--- config.mk ---
export PLATFORM = sky130hd
export DESIGN_NAME = spi_slave_rx_tx
export DESIGN_NICKNAME = d
export VERILOG_FILES = /design/src/rtl/spi_slave_rx_tx.sv
export SDC_FILE = /design/constraint.sdc
export NUM_CORES = 1
export LEC_CHECK = 0
export ABC_CLOCK_PERIOD_IN_PS = 4200
export CAP_MARGIN = 20
export CORE_ASPECT_RATIO = 0.5
export CORE_MARGIN = 1.5
export CORE_UTILIZATION = 40
export CTS_BUF_LIST = sky130_fd_sc_hd__clkbuf_2 sky130_fd_sc_hd__clkbuf_4 sky130_fd_sc_hd__clkbuf_8
export CTS_CLUSTER_DIAMETER = 150
export CTS_CLUSTER_SIZE = 14
export DETAILED_ROUTE_END_ITERATION = 10
export GPL_ROUTABILITY_DRIVEN = 0
export SETUP_SLACK_MARGIN = 0.02
export SLEW_MARGIN = 25
export SYNTH_ARGS = -nofsm -noshare
export SYNTH_HDL_FRONTEND = slang
export SYNTH_SLANG_ARGS = --single-unit
--- constraint.sdc ---
create_clock -name clk -period 4.2 [get_ports clk]
set_input_delay 0.84 -clock clk [delete_from_list [all_inputs] [get_ports clk]]
set_output_delay 0.84 -clock clk [all_outputs]
set_load 0.01 [all_outputs]
--- src/rtl/spi_slave_rx_tx.sv ---
`timescale 1ns/1ps
// spi_slave_rx_tx
// SPI mode 0 (CPOL=0, CPHA=0), MSB-first slave endpoint. The serial lines are
// oversampled in the local clk domain through SYNC_STAGES flops each. The slave
// deserialises mosi into rx_data and hands it over with valid/ready. It also
// serialises a preloaded holding register onto miso.
//
// Optional build macro: SPI_SLAVE_OVERRUN_EN adds the sticky rx_overrun output.
//
// Ports:
//   clk, reset          system clock (>= 8x sclk) and async active-high reset
//   ss, sclk, mosi      SPI lines from the master (ss active-high)
//   miso, miso_oe       serial data to the master and its output enable
//   tx_data, tx_load    word to transmit and its capture strobe
//   tx_empty            holding register consumed by a frame start
//   rx_data, rx_valid   last received word and its valid flag
//   rx_ready            consumer accept
//   busy                frame in progress (FSM not idle)
//   frame_err           one-cycle pulse when ss drops mid-frame
//   rx_overrun          (SPI_SLAVE_OVERRUN_EN only) unread word overwritten
//   state_dbg           current FSM state encoding
//
// Handshake: a word transfers on every clk cycle where rx_valid & rx_ready.
// rx_valid then drops on the next cycle unless a new word lands in that cycle.
// A new word landing while rx_valid=1 and rx_ready=0 overwrites the old word.
module spi_slave_rx_tx #(
  parameter int DWIDTH      = 8,
  parameter int SYNC_STAGES = 2
) (
  input  logic              clk,
  input  logic              reset,
  input  logic              ss,
  input  logic              sclk,
  input  logic              mosi,
  output logic              miso,
  output logic              miso_oe,
  input  logic [DWIDTH-1:0] tx_data,
  input  logic              tx_load,
  output logic              tx_empty,
  output logic [DWIDTH-1:0] rx_data,
  output logic              rx_valid,
  input  logic              rx_ready,
  output logic              busy,
  output logic              frame_err,
`ifdef SPI_SLAVE_OVERRUN_EN
  output logic              rx_overrun,
`endif
  output logic [1:0]        state_dbg
);

  localparam int CW = $clog2(DWIDTH + 1);
  localparam logic [CW-1:0] LAST_BIT = CW'(DWIDTH - 1);
  localparam logic [CW-1:0] FULL_CNT = CW'(DWIDTH);

  typedef enum logic [1:0] {
    IDLE   = 2'd0,
    ACTIVE = 2'd1,
    DONE   = 2'd2
  } state_t;

  state_t state, next_state;

  // Synchronisers; the last stage is the only copy that logic looks at.
  logic [SYNC_STAGES-1:0] ss_sync, sclk_sync, mosi_sync;
  logic ss_s, sclk_s, mosi_s;
  logic ss_d, sclk_d;

  assign ss_s   = ss_sync[SYNC_STAGES-1];
  assign sclk_s = sclk_sync[SYNC_STAGES-1];
  assign mosi_s = mosi_sync[SYNC_STAGES-1];

  logic ss_rise, sclk_rise, sclk_fall;
  assign ss_rise   = ss_s & ~ss_d;
  assign sclk_rise = sclk_s & ~sclk_d;
  assign sclk_fall = ~sclk_s & sclk_d;

  always_ff @(posedge clk or posedge reset) begin
    if (reset) begin
      ss_sync   <= '0;
      sclk_sync <= '0;
      mosi_sync <= '0;
      ss_d      <= 1'b0;
      sclk_d    <= 1'b0;
    end else begin
      ss_sync   <= {ss_sync[SYNC_STAGES-2:0], ss};
      sclk_sync <= {sclk_sync[SYNC_STAGES-2:0], sclk};
      mosi_sync <= {mosi_sync[SYNC_STAGES-2:0], mosi};
      ss_d      <= ss_s;
      sclk_d    <= sclk_s;
    end
  end

  // Datapath registers
  logic [DWIDTH-1:0] hold;
  logic [DWIDTH-1:0] tx_shift;
  logic [DWIDTH-1:0] rx_shift;
  logic [CW-1:0]     bit_cnt;
  // Set by a back-to-back reload: the next falling edge presents the new MSB
  // instead of shifting, since the master has not yet sampled it.
  logic              reload_pend;

  // Control strobes from the FSM
  logic start, rx_step, tx_step, reload, abort, err, to_idle;

  always_ff @(posedge clk or posedge reset) begin
    if (reset) state <= IDLE;
    else       state <= next_state;
  end

  always_comb begin
    next_state = state;
    start      = 1'b0;
    rx_step    = 1'b0;
    tx_step    = 1'b0;
    reload     = 1'b0;
    abort      = 1'b0;
    err        = 1'b0;
    case (state)
      IDLE: begin
        if (ss_rise) begin
          start      = 1'b1;
          next_state = ACTIVE;
        end
      end
      ACTIVE: begin
        // Deselect wins over any simultaneous clock edge.
        if (!ss_s) begin
          abort      = 1'b1;
          err        = (bit_cnt != '0);
          next_state = IDLE;
        end else if (sclk_rise) begin
          rx_step = 1'b1;
          if (bit_cnt == LAST_BIT) next_state = DONE;
        end else if (sclk_fall && (bit_cnt < FULL_CNT)) begin
          tx_step = 1'b1;
        end
      end
      DONE: begin
        if (ss_s) begin
          reload     = 1'b1;
          next_state = ACTIVE;
        end else begin
          next_state = IDLE;
        end
      end
      default: next_state = IDLE;
    endcase
  end

  assign to_idle   = (state != IDLE) && (next_state == IDLE);
  assign busy      = (state != IDLE);
  assign miso_oe   = (state != IDLE);
  assign state_dbg = state;

  always_ff @(posedge clk or posedge reset) begin
    if (reset) begin
      hold        <= '0;
      tx_shift    <= '0;
      rx_shift    <= '0;
      bit_cnt     <= '0;
      reload_pend <= 1'b0;
      miso        <= 1'b0;
      tx_empty    <= 1'b1;
      rx_data     <= '0;
      rx_valid    <= 1'b0;
      frame_err   <= 1'b0;
    end else begin
      frame_err <= err;

      if (start) begin
        tx_shift    <= hold;
        miso        <= hold[DWIDTH-1];
        bit_cnt     <= '0;
        reload_pend <= 1'b0;
      end

      if (rx_step) begin
        rx_shift <= {rx_shift[DWIDTH-2:0], mosi_s};
        bit_cnt  <= bit_cnt + 1'b1;
      end

      if (tx_step) begin
        if (reload_pend) begin
          miso        <= tx_shift[DWIDTH-1];
          reload_pend <= 1'b0;
        end else begin
          tx_shift <= tx_shift << 1;
          miso     <= tx_shift[DWIDTH-2];
        end
      end

      if (abort) begin
        rx_shift    <= '0;
        bit_cnt     <= '0;
        reload_pend <= 1'b0;
      end

      if (to_idle) miso <= 1'b0;

      if (reload) begin
        tx_shift    <= hold;
        bit_cnt     <= '0;
        reload_pend <= 1'b1;
      end

      // Frame start consumes the holding register; a load in the same cycle
      // lands afterwards and stays pending.
      if (start || reload) tx_empty <= 1'b1;
      if (tx_load) begin
        hold     <= tx_data;
        tx_empty <= 1'b0;
      end

      if (rx_valid && rx_ready) rx_valid <= 1'b0;
      if (state == DONE) begin
        rx_data  <= rx_shift;
        rx_valid <= 1'b1;
      end
    end
  end

`ifdef SPI_SLAVE_OVERRUN_EN
  always_ff @(posedge clk or posedge reset) begin
    if (reset) begin
      rx_overrun <= 1'b0;
    end else if (rx_valid && rx_ready) begin
      rx_overrun <= 1'b0;
    end else if ((state == DONE) && rx_valid) begin
      rx_overrun <= 1'b1;
    end
  end
`endif

endmodule

==> impl_metrics.toml, run 1 <==
[sta]
rsz0062_at_grt = "false"
setup_tns_ps = 0
max_freq_mhz = 406
worst_pin_slew_ps = 614
report.final.hold_viol_count = 0
period_needed_ps = 2460
finClkSkew_ps = 8.86
fin_crit_sh = 0.586
setup_viol = 0
slew_headroom = 0.591
slew_viol_final = 0

[final_layout]
n_antenna_cell = 0
nFillCells = 445
drive_gt1_frac = 0.187
area_growth_pct = 23.1
final_cell_mix = "dfrtp_1, clkdlybuf4s50_1, mux2_2, a22o_1"
final_core_util = 0.513
mostFrequentLayoutCell = "dfrtp_1"
nets = 198

[cts]
cts_max_path_buffers = 2
h-tree-depth = 2
cts_tree = "done"
cts_resized = 0
path_clk_slew_ps = 90
cts_setup_buffers = 0
postCtsHoldBufs = 0
cts_root_buffer = "clkbuf_8"
cts_made_buffers = 5
cts.sinks = 51
clk_latency_ps = 300

[critical_path]
cp_top_family = "flip-flops"
startpoint_type = "flop"
required_ps = 3360
worst-path-buf-inv = 1
cp.arrival_ps = 1620
critPathCaptureType = "output pin"
slowest_stage = "dfrtp_1"
slowest_delay_ps = 490
crit_chain = "or2_2, clkdlybuf4s50_1"
setup.worst_path.start = "state_dbg[0]"
worstReg2RegStart = "bit_cnt[3]"
critical_path_peak_fanout = 10
crit_type = "reg -> out"

[floorplanning]
die_x_um = 105
start_util = 0.416
coreArea_um2 = 4950
die_y_um = 53.8
io_pins = 31
die-area_um2 = 5620
std_cell_rows = 18

[power_and_ir_drop]
comb_power_share = 0.107
power.density_nw_per_um2 = 399
ir_drop_uv = 196
switching_power_mw = 0.232
netSwitchingFraction = 0.229
power.leakage_nw = 1.07
pwr-share-seq = 0.546
pwr-share-clk = 0.347
p_int_mw = 0.782

[drt]
highest_layer = "met4"
ant_nets = 0
viasPerCell = 5.15
wl_met2_um = 1660
routed_wl_um = 3650
first_iter_violations = 66
drc = 0
first_pass_iters = 4
num_vias = 1299
wl_met1_um = 1770
met3_length_um = 198
wl_per_cell_um = 14.5

[logic_synthesis]
syn-cell-area_um2 = 2060
ys_ff_latch = 51
seq_area_frac_synth = 0.619
synth_edf_count = 0
syn_nets = 168
syn_inst = 151
synth_cell_types = 38
synthArstFlopShare = 1.00
avgSynthCellArea_um2 = 13.7
yosys_most_used_dff = "dfrtp_1"
synth-warning-count = 0

[grt]
grt_antenna_before_repair = 0
grt-ovfl-total = 0
grt_max_degree = 52
grt_use_total = 0.145
grt_pass1_vias = 1283
grt_pass1_wl_um = 6180

[worst_hold_path]
min-delay-start = "ss_sync[0]"
hold_path.class = "reg -> reg"

[placement]
dpl.hpwl_um = 2350
port_buffers = 30

[run]
maxCapViolCount = 0

[outcome]
status = "finished, final reports clean"
==> cell families (layout without fill, tap and decap cells) <==
| logic type | count (synthesis) | after routing | synth area share |
|---|---|---|---|
| multiplexers | 18 | 18 | 0.0970 |
| flip-flops | 51 | 51 | 0.619 |
| AND/OR/NAND/NOR | 34 | 34 | 0.102 |
| adder cells (fa/ha/maj) | 2 | 2 | 0.0121 |
| AO/OA/AOI/OAI | 34 | 34 | 0.143 |
| buffers and inverters | 11 | 42 | 0.0224 |
| XOR/XNOR | 1 | 1 | 0.00425 |
==> power groups by stage <==
stage | combinational, mW | clock [mW] | sequential, mW
2_1_floorplan | 0.0718 | 0 | 0.557
3_3_place_gp | 0.108 | 0 | 0.563
3_5_place_dp | 0.111 | 0 | 0.563
4_1_cts | 0.111 | 0.363 | 0.554
5_1_grt | 0.120 | 0.387 | 0.559
6_report | 0.109 | 0.352 | 0.554
==> flip-flops by register name (all words and copies together), names as in the netlist, 4 cells and up <==
| name | cells |
|---|---|
| hold | 8 |
| rx_data | 8 |
| rx_shift | 8 |
| tx_shift | 8 |
| bit_cnt | 4 |
==> metrics by stage <==
| stage | cell area, µm² | hold WS (ps) | cells | setup WS (ps) | power [mW] |
|---|---|---|---|---|---|
| 2_1_floorplan | 2060 | 331 | 151 | 2130 | 0.629 |
| 3_3_place_gp | 2420 | 333 | 244 | 2050 | 0.670 |
| 3_5_place_dp | 2420 | 339 | 244 | 2070 | 0.674 |
| 4_1_cts | 2540 | 359 | 252 | 1720 | 1.03 |
| 5_1_grt | 2540 | 389 | 252 | 1660 | 1.07 |
| 6_report | 2540 | 357 | 252 | 1740 | 1.01 |
==> cells in the mapped netlist, types with 2 or more instances <==
cell type  number  share of area
nand3_1         2         0.0049
a32o_1          2         0.0097
ha_1            2          0.012
nand2b_1        7          0.021
nor2b_1         5          0.015
o21ai_1         2         0.0049
or3_1           7          0.021
o21ai_0         4         0.0097
mux2_2         13          0.071
o221a_2         7          0.038
a22o_1          8          0.034
nor2_1          4         0.0073
a211oi_1        2         0.0073
dfrtp_1        50           0.61
inv_1           4         0.0073
clkbuf_1        5         0.0091
mux2i_1         2         0.0097
a21oi_1         2         0.0049
a31o_1          2         0.0085
mux2_1          3          0.016
==> path summary, 6_finish.rpt <==
check	to	slack [ps]	cells after the start
setup / recovery	busy	1740	2
hold / removal	ss_sync[1]	360	0
setup reg to reg	tx_shift[6]	2430	3
hold reg to reg	ss_sync[1]	360	0
max in group asynchronous	tx_shift[6]	2820	2
min in group asynchronous	mosi_sync[1]	950	2
==> worst register-to-register path: cells and delay by family, from the launching register on <==
family,cells,cell delay (ps)
compound gates,1,130
flops,1,450
simple gates,2,1070
==> metal layers <==
metal	track usage	vias to the layer above
li1	-	615
met1	0.191	654
met2	0.230	26
met3	0.0496	4
met4	0.0457	0
met5	0	-
==> area by class of cell <==
type,instances,area [µm²],area share
clock inverters,2,35.0,0.0138
flip-flops and latches,51,1280,0.503
multi-input cells,89,739,0.291
inverters,4,17.5,0.00690
repair buffers,30,300,0.118
well taps,70,87.6,0.0345
clock buffers,6,82.6,0.0325
Note: power is estimated with default switching activity, not from simulation.
==> run 2, diff against run 1 <==
- ABC_CLOCK_PERIOD_IN_PS: 4200 -> 2600
- clock period: 4.2 -> 2.6 ns (I/O delays scaled with it)
==> run 2 against run 1 <==
  * Utilization shrank 0.23 points
  * Clock skew decreased by 4.6 ps
  * Sequential share of layout area rose by 0.22 points
  * Cell area down 0.44%
  * Combinational power is 64% higher
  * Global-route usage decreased by 0.51 points
  * Sequential cell count did not move
  * Wire length fell by 2.6%
  * Final cell count rose by 0.40%
  * Count of clock-buffer cells in the layout fell by 1
  * Worst setup slack worse by 1300 ps
  * Critical path depth stayed put
==> impl_metrics.toml, run 2 (synthesis results as in run 1) <==
[grt]
grt_pass1_wl_um = 5910
grt-ovfl-total = 0
grt_pass1_vias = 1226
grt_use_total = 0.140
grt_max_degree = 45
grt_antenna_before_repair = 0

[final_layout]
area_growth_pct = 22.6
multi_input_area_um2 = 739
regArea_um2 = 1280
nets = 199
nFillCells = 458
mostFrequentLayoutCell = "dfrtp_1"
n_antenna_cell = 0
final_cell_mix = "dfrtp_1, clkdlybuf4s50_1, mux2_2, a22o_1"
drive_gt1_frac = 0.191

[critical_path]
crit_type = "reg -> out"
worst-path-buf-inv = 1
crit_chain = "or2_2, clkdlybuf4s50_1"
startpoint_type = "flop"
cp.arrival_ps = 1620
critical_path_peak_fanout = 10
slowest_stage = "dfrtp_1"
slowest_delay_ps = 490
critPathCaptureType = "output pin"
cp_top_family = "flip-flops"
required_ps = 2080

[floorplanning]
coreArea_um2 = 4950
die_y_um = 53.8
io_pins = 31
start_util = 0.416
die-area_um2 = 5620
die_x_um = 105
std_cell_rows = 18

[sta]
period_needed_ps = 2140
setup_tns_ps = 0
finClkSkew_ps = 4.30
rsz0062_at_grt = "false"
fin_crit_sh = 0.823
worst_pin_slew_ps = 464
slew_headroom = 0.686
setup_viol = 0
report.final.hold_viol_count = 0
max_freq_mhz = 467
slew_viol_final = 0

[cts]
cts_made_buffers = 5
cts_setup_buffers = 0
cts.sinks = 51
h-tree-depth = 2
clk_latency_ps = 300
cts_resized = 0
path_clk_slew_ps = 90
cts_tree = "done"
postCtsHoldBufs = 0
cts_max_path_buffers = 2
cts_root_buffer = "clkbuf_8"

[placement]
port_buffers = 30
dpl.hpwl_um = 2410

[drt]
first_pass_iters = 4
ant_nets = 0
viasPerCell = 5.09
first_iter_violations = 54
num_vias = 1287
routed_wl_um = 3550
wl_per_cell_um = 14.0
drc = 0

[power_and_ir_drop]
ir_drop_uv = 257
power.density_nw_per_um2 = 603
power.leakage_nw = 1.06
power.total_mw = 1.53

[run]
maxCapViolCount = 0

[outcome]
status = "finished, final reports clean"

[worst_hold_path]
hold_path.class = "reg -> reg"
[run 2: changes by cell type in the layout (fill, tap and decap cells not counted), sizes merged]
| cell | delta |
|---|---|
| clkbuf | -1 |
| buf | +1 |
| bufinv | -1 |
| clkinvlp | +2 |
[run 2: power by group]
group          switching [mW]  internal, mW  total (mW)
combinational          0.0779         0.101       0.179
sequential             0.0416         0.854       0.895
clock                   0.264         0.188       0.451
[run 2: through the flow]
step | hold WS (ps) | cell area, µm² | instances | utilization | setup WS, ps
floorplan | 331 | 2060 | 151 | - | 852
global placement | 335 | 2440 | 245 | 0.492 | 822
detailed placement | 339 | 2440 | 245 | 0.492 | 784
CTS | 363 | 2530 | 253 | 0.510 | 438
global route | 365 | 2530 | 253 | 0.510 | 378
finish | 357 | 2530 | 253 | 0.510 | 460
[run 2: routing by layer]
layer / vias up / track usage / share of wire
li1: 618 / - / -
met1: 646 / 0.185 / 0.50
met2: 19 / 0.224 / 0.45
met3: 4 / 0.0508 / 0.043
met4: 0 / 0.0342 / 0.0059
met5: - / 0 / 0
[run 2: area by class of cell]
cell class,instances,share of cell area
Sequential cell,51,0.505
Multi-Input combinational cell,89,0.292
Timing Repair Buffer,31,0.127
Tap cell,70,0.0346
Clock buffer,5,0.0272
Clock inverter,3,0.00792
Inverter,4,0.00594
[run 2: path summary, 6_finish.rpt]
kind                              start           end  slack, ps  depth (start not counted)
hold reg to reg            mosi_sync[0]  mosi_sync[1]        360                          0
max in group asynchronous         reset      tx_empty       1640                          3
min in group asynchronous         reset  mosi_sync[0]        420                          2
hold / removal             mosi_sync[0]  mosi_sync[1]        360                          0
setup / recovery           state_dbg[0]          busy        460                          2
setup reg to reg             bit_cnt[3]   tx_shift[6]        830                          3
==> run 3, diff against run 2 <==
- ABC_CLOCK_PERIOD_IN_PS: 2600 -> 2200
- clock period: 2.6 -> 2.2 ns (I/O delays scaled with it)
==> run 3 against run 2 <==
  * Die area is the same
  * Non-clock buffer count grew 1
  * Via count shrank 0.47%
  * Global-route usage grew 0.53 points
  * Utilization grew 0.45 points
  * Cell area grew 0.89%
  * Clock power grew 31%
  * First-iteration DRC count shrank 22%
  * Worst setup slack lost 320 ps
  * Critical endpoint is now miso_oe
  * Largest power group unchanged
==> impl_metrics.toml, run 3 (synthesis results as in run 1) <==
[outcome]
status = "finished, final reports clean"

[worst_hold_path]
hold_path.class = "reg -> reg"

[sta]
report.final.hold_viol_count = 0
max_freq_mhz = 485
slew_headroom = 0.663
period_needed_ps = 2060
fin_crit_sh = 0.937
slew_viol_final = 0
worst_pin_slew_ps = 505
setup_tns_ps = 0
rsz0062_at_grt = "false"
layout_setup_ws_ps = 139
setup_viol = 0
finClkSkew_ps = 6.59

[cts]
path_clk_slew_ps = 90
clk_latency_ps = 300
cts.sinks = 51
postCtsHoldBufs = 0
cts_resized = 0
cts_tree = "done"
cts_max_path_buffers = 2
h-tree-depth = 2
cts_setup_buffers = 0
cts_made_buffers = 5
cts_root_buffer = "clkbuf_8"

[drt]
first_iter_violations = 42
drc = 0
ant_nets = 0
routed_wl_um = 3710
wl_per_cell_um = 14.6
first_pass_iters = 4
num_vias = 1281
viasPerCell = 5.04

[power_and_ir_drop]
power.total_mw = 1.86
power.leakage_nw = 1.08
power.density_nw_per_um2 = 731
ir_drop_uv = 296

[floorplanning]
die_y_um = 53.8
coreArea_um2 = 4950
die_x_um = 105
std_cell_rows = 18
start_util = 0.416
io_pins = 31
die-area_um2 = 5620

[final_layout]
finalInstanceArea_um2 = 2550
mostFrequentLayoutCell = "dfrtp_1"
nets = 200
n_antenna_cell = 0
final_cell_mix = "dfrtp_1, clkdlybuf4s50_1, mux2_2, a22o_1"
drive_gt1_frac = 0.196
final_core_util = 0.515
area_growth_pct = 23.7

[grt]
grt_max_degree = 23
grt_antenna_before_repair = 0
grt_pass1_vias = 1243
grt-ovfl-total = 0
grt_pass1_wl_um = 6080
grt_use_total = 0.145

[critical_path]
crit_type = "reg -> out"
required_ps = 1760
startpoint_type = "flop"
cp-endpoint = "miso_oe"
critical_path_peak_fanout = 10
reg2reg_depth = 3
critPathCaptureType = "output pin"
worst_r2r_endpoint = "tx_shift[7]"
r2r_slack_ps = 470
worstReg2RegStart = "bit_cnt[3]"
setup.worst_path.start = "state_dbg[0]"
cp.arrival_ps = 1620

[placement]
dpl.hpwl_um = 2560
port_buffers = 30
place_ws_ps = 464
placed_cell_area_um2 = 2450

[run]
maxCapViolCount = 0
run 3: changes by cell type in the layout (fill, tap and decap cells not counted), sizes merged:
cell      previous run  this run
clkbuf               5         8
clkinv               1         0
clkinvlp             2         0
buf                  1         2
run 3: per-stage QoR:
step           cells  hold slack [ps]
6_report         254              355
5_1_grt          254              366
4_1_cts          254              358
3_5_place_dp     246              338
3_3_place_gp     246              333
2_1_floorplan    151              331
run 3: how the worst min path moves through the flow:
stage | startpoint | to | cells after the start
after floorplan | mosi_sync[0] | mosi_sync[1] | 0
after global placement | ss_sync[0] | ss_sync[1] | 0
after detailed placement | mosi_sync[0] | mosi_sync[1] | 0
after CTS | mosi_sync[0] | mosi_sync[1] | 0
after global routing | mosi_sync[0] | mosi_sync[1] | 0
final | mosi_sync[0] | mosi_sync[1] | 0
run 3: cell type report:
cell class / count / area (µm²)
fill: 438 / 2400
sequential: 51 / 1280
multi-input combinational: 89 / 739
timing repair buffer: 32 / 328
clock buffer: 8 / 104
tap: 70 / 87.6
inverter: 4 / 15.0
run 3: layer usage:
| layer | vias up | global-route usage | routed length (µm) |
|---|---|---|---|
| met5 | - | 0 | 0 |
| met4 | 0 | 0.0616 | 11 |
| met3 | 2 | 0.0472 | 186 |
| met2 | 26 | 0.220 | 1640 |
| met1 | 635 | 0.195 | 1880 |
| li1 | 618 | - | - |
run 3: power breakdown:
group | switching (mW) | total [mW] | internal, mW
clock network | 0.293 | 0.593 | 0.300
registers | 0.0508 | 1.06 | 1.01
logic | 0.0913 | 0.212 | 0.120
total | 0.435 | 1.86 | 1.43
run 3: worst max-delay path, stage by stage, from the launching register on:
cell and delay, ps:
dfrtp_1 500, or2_2 350, clkdlybuf4s50_1 480
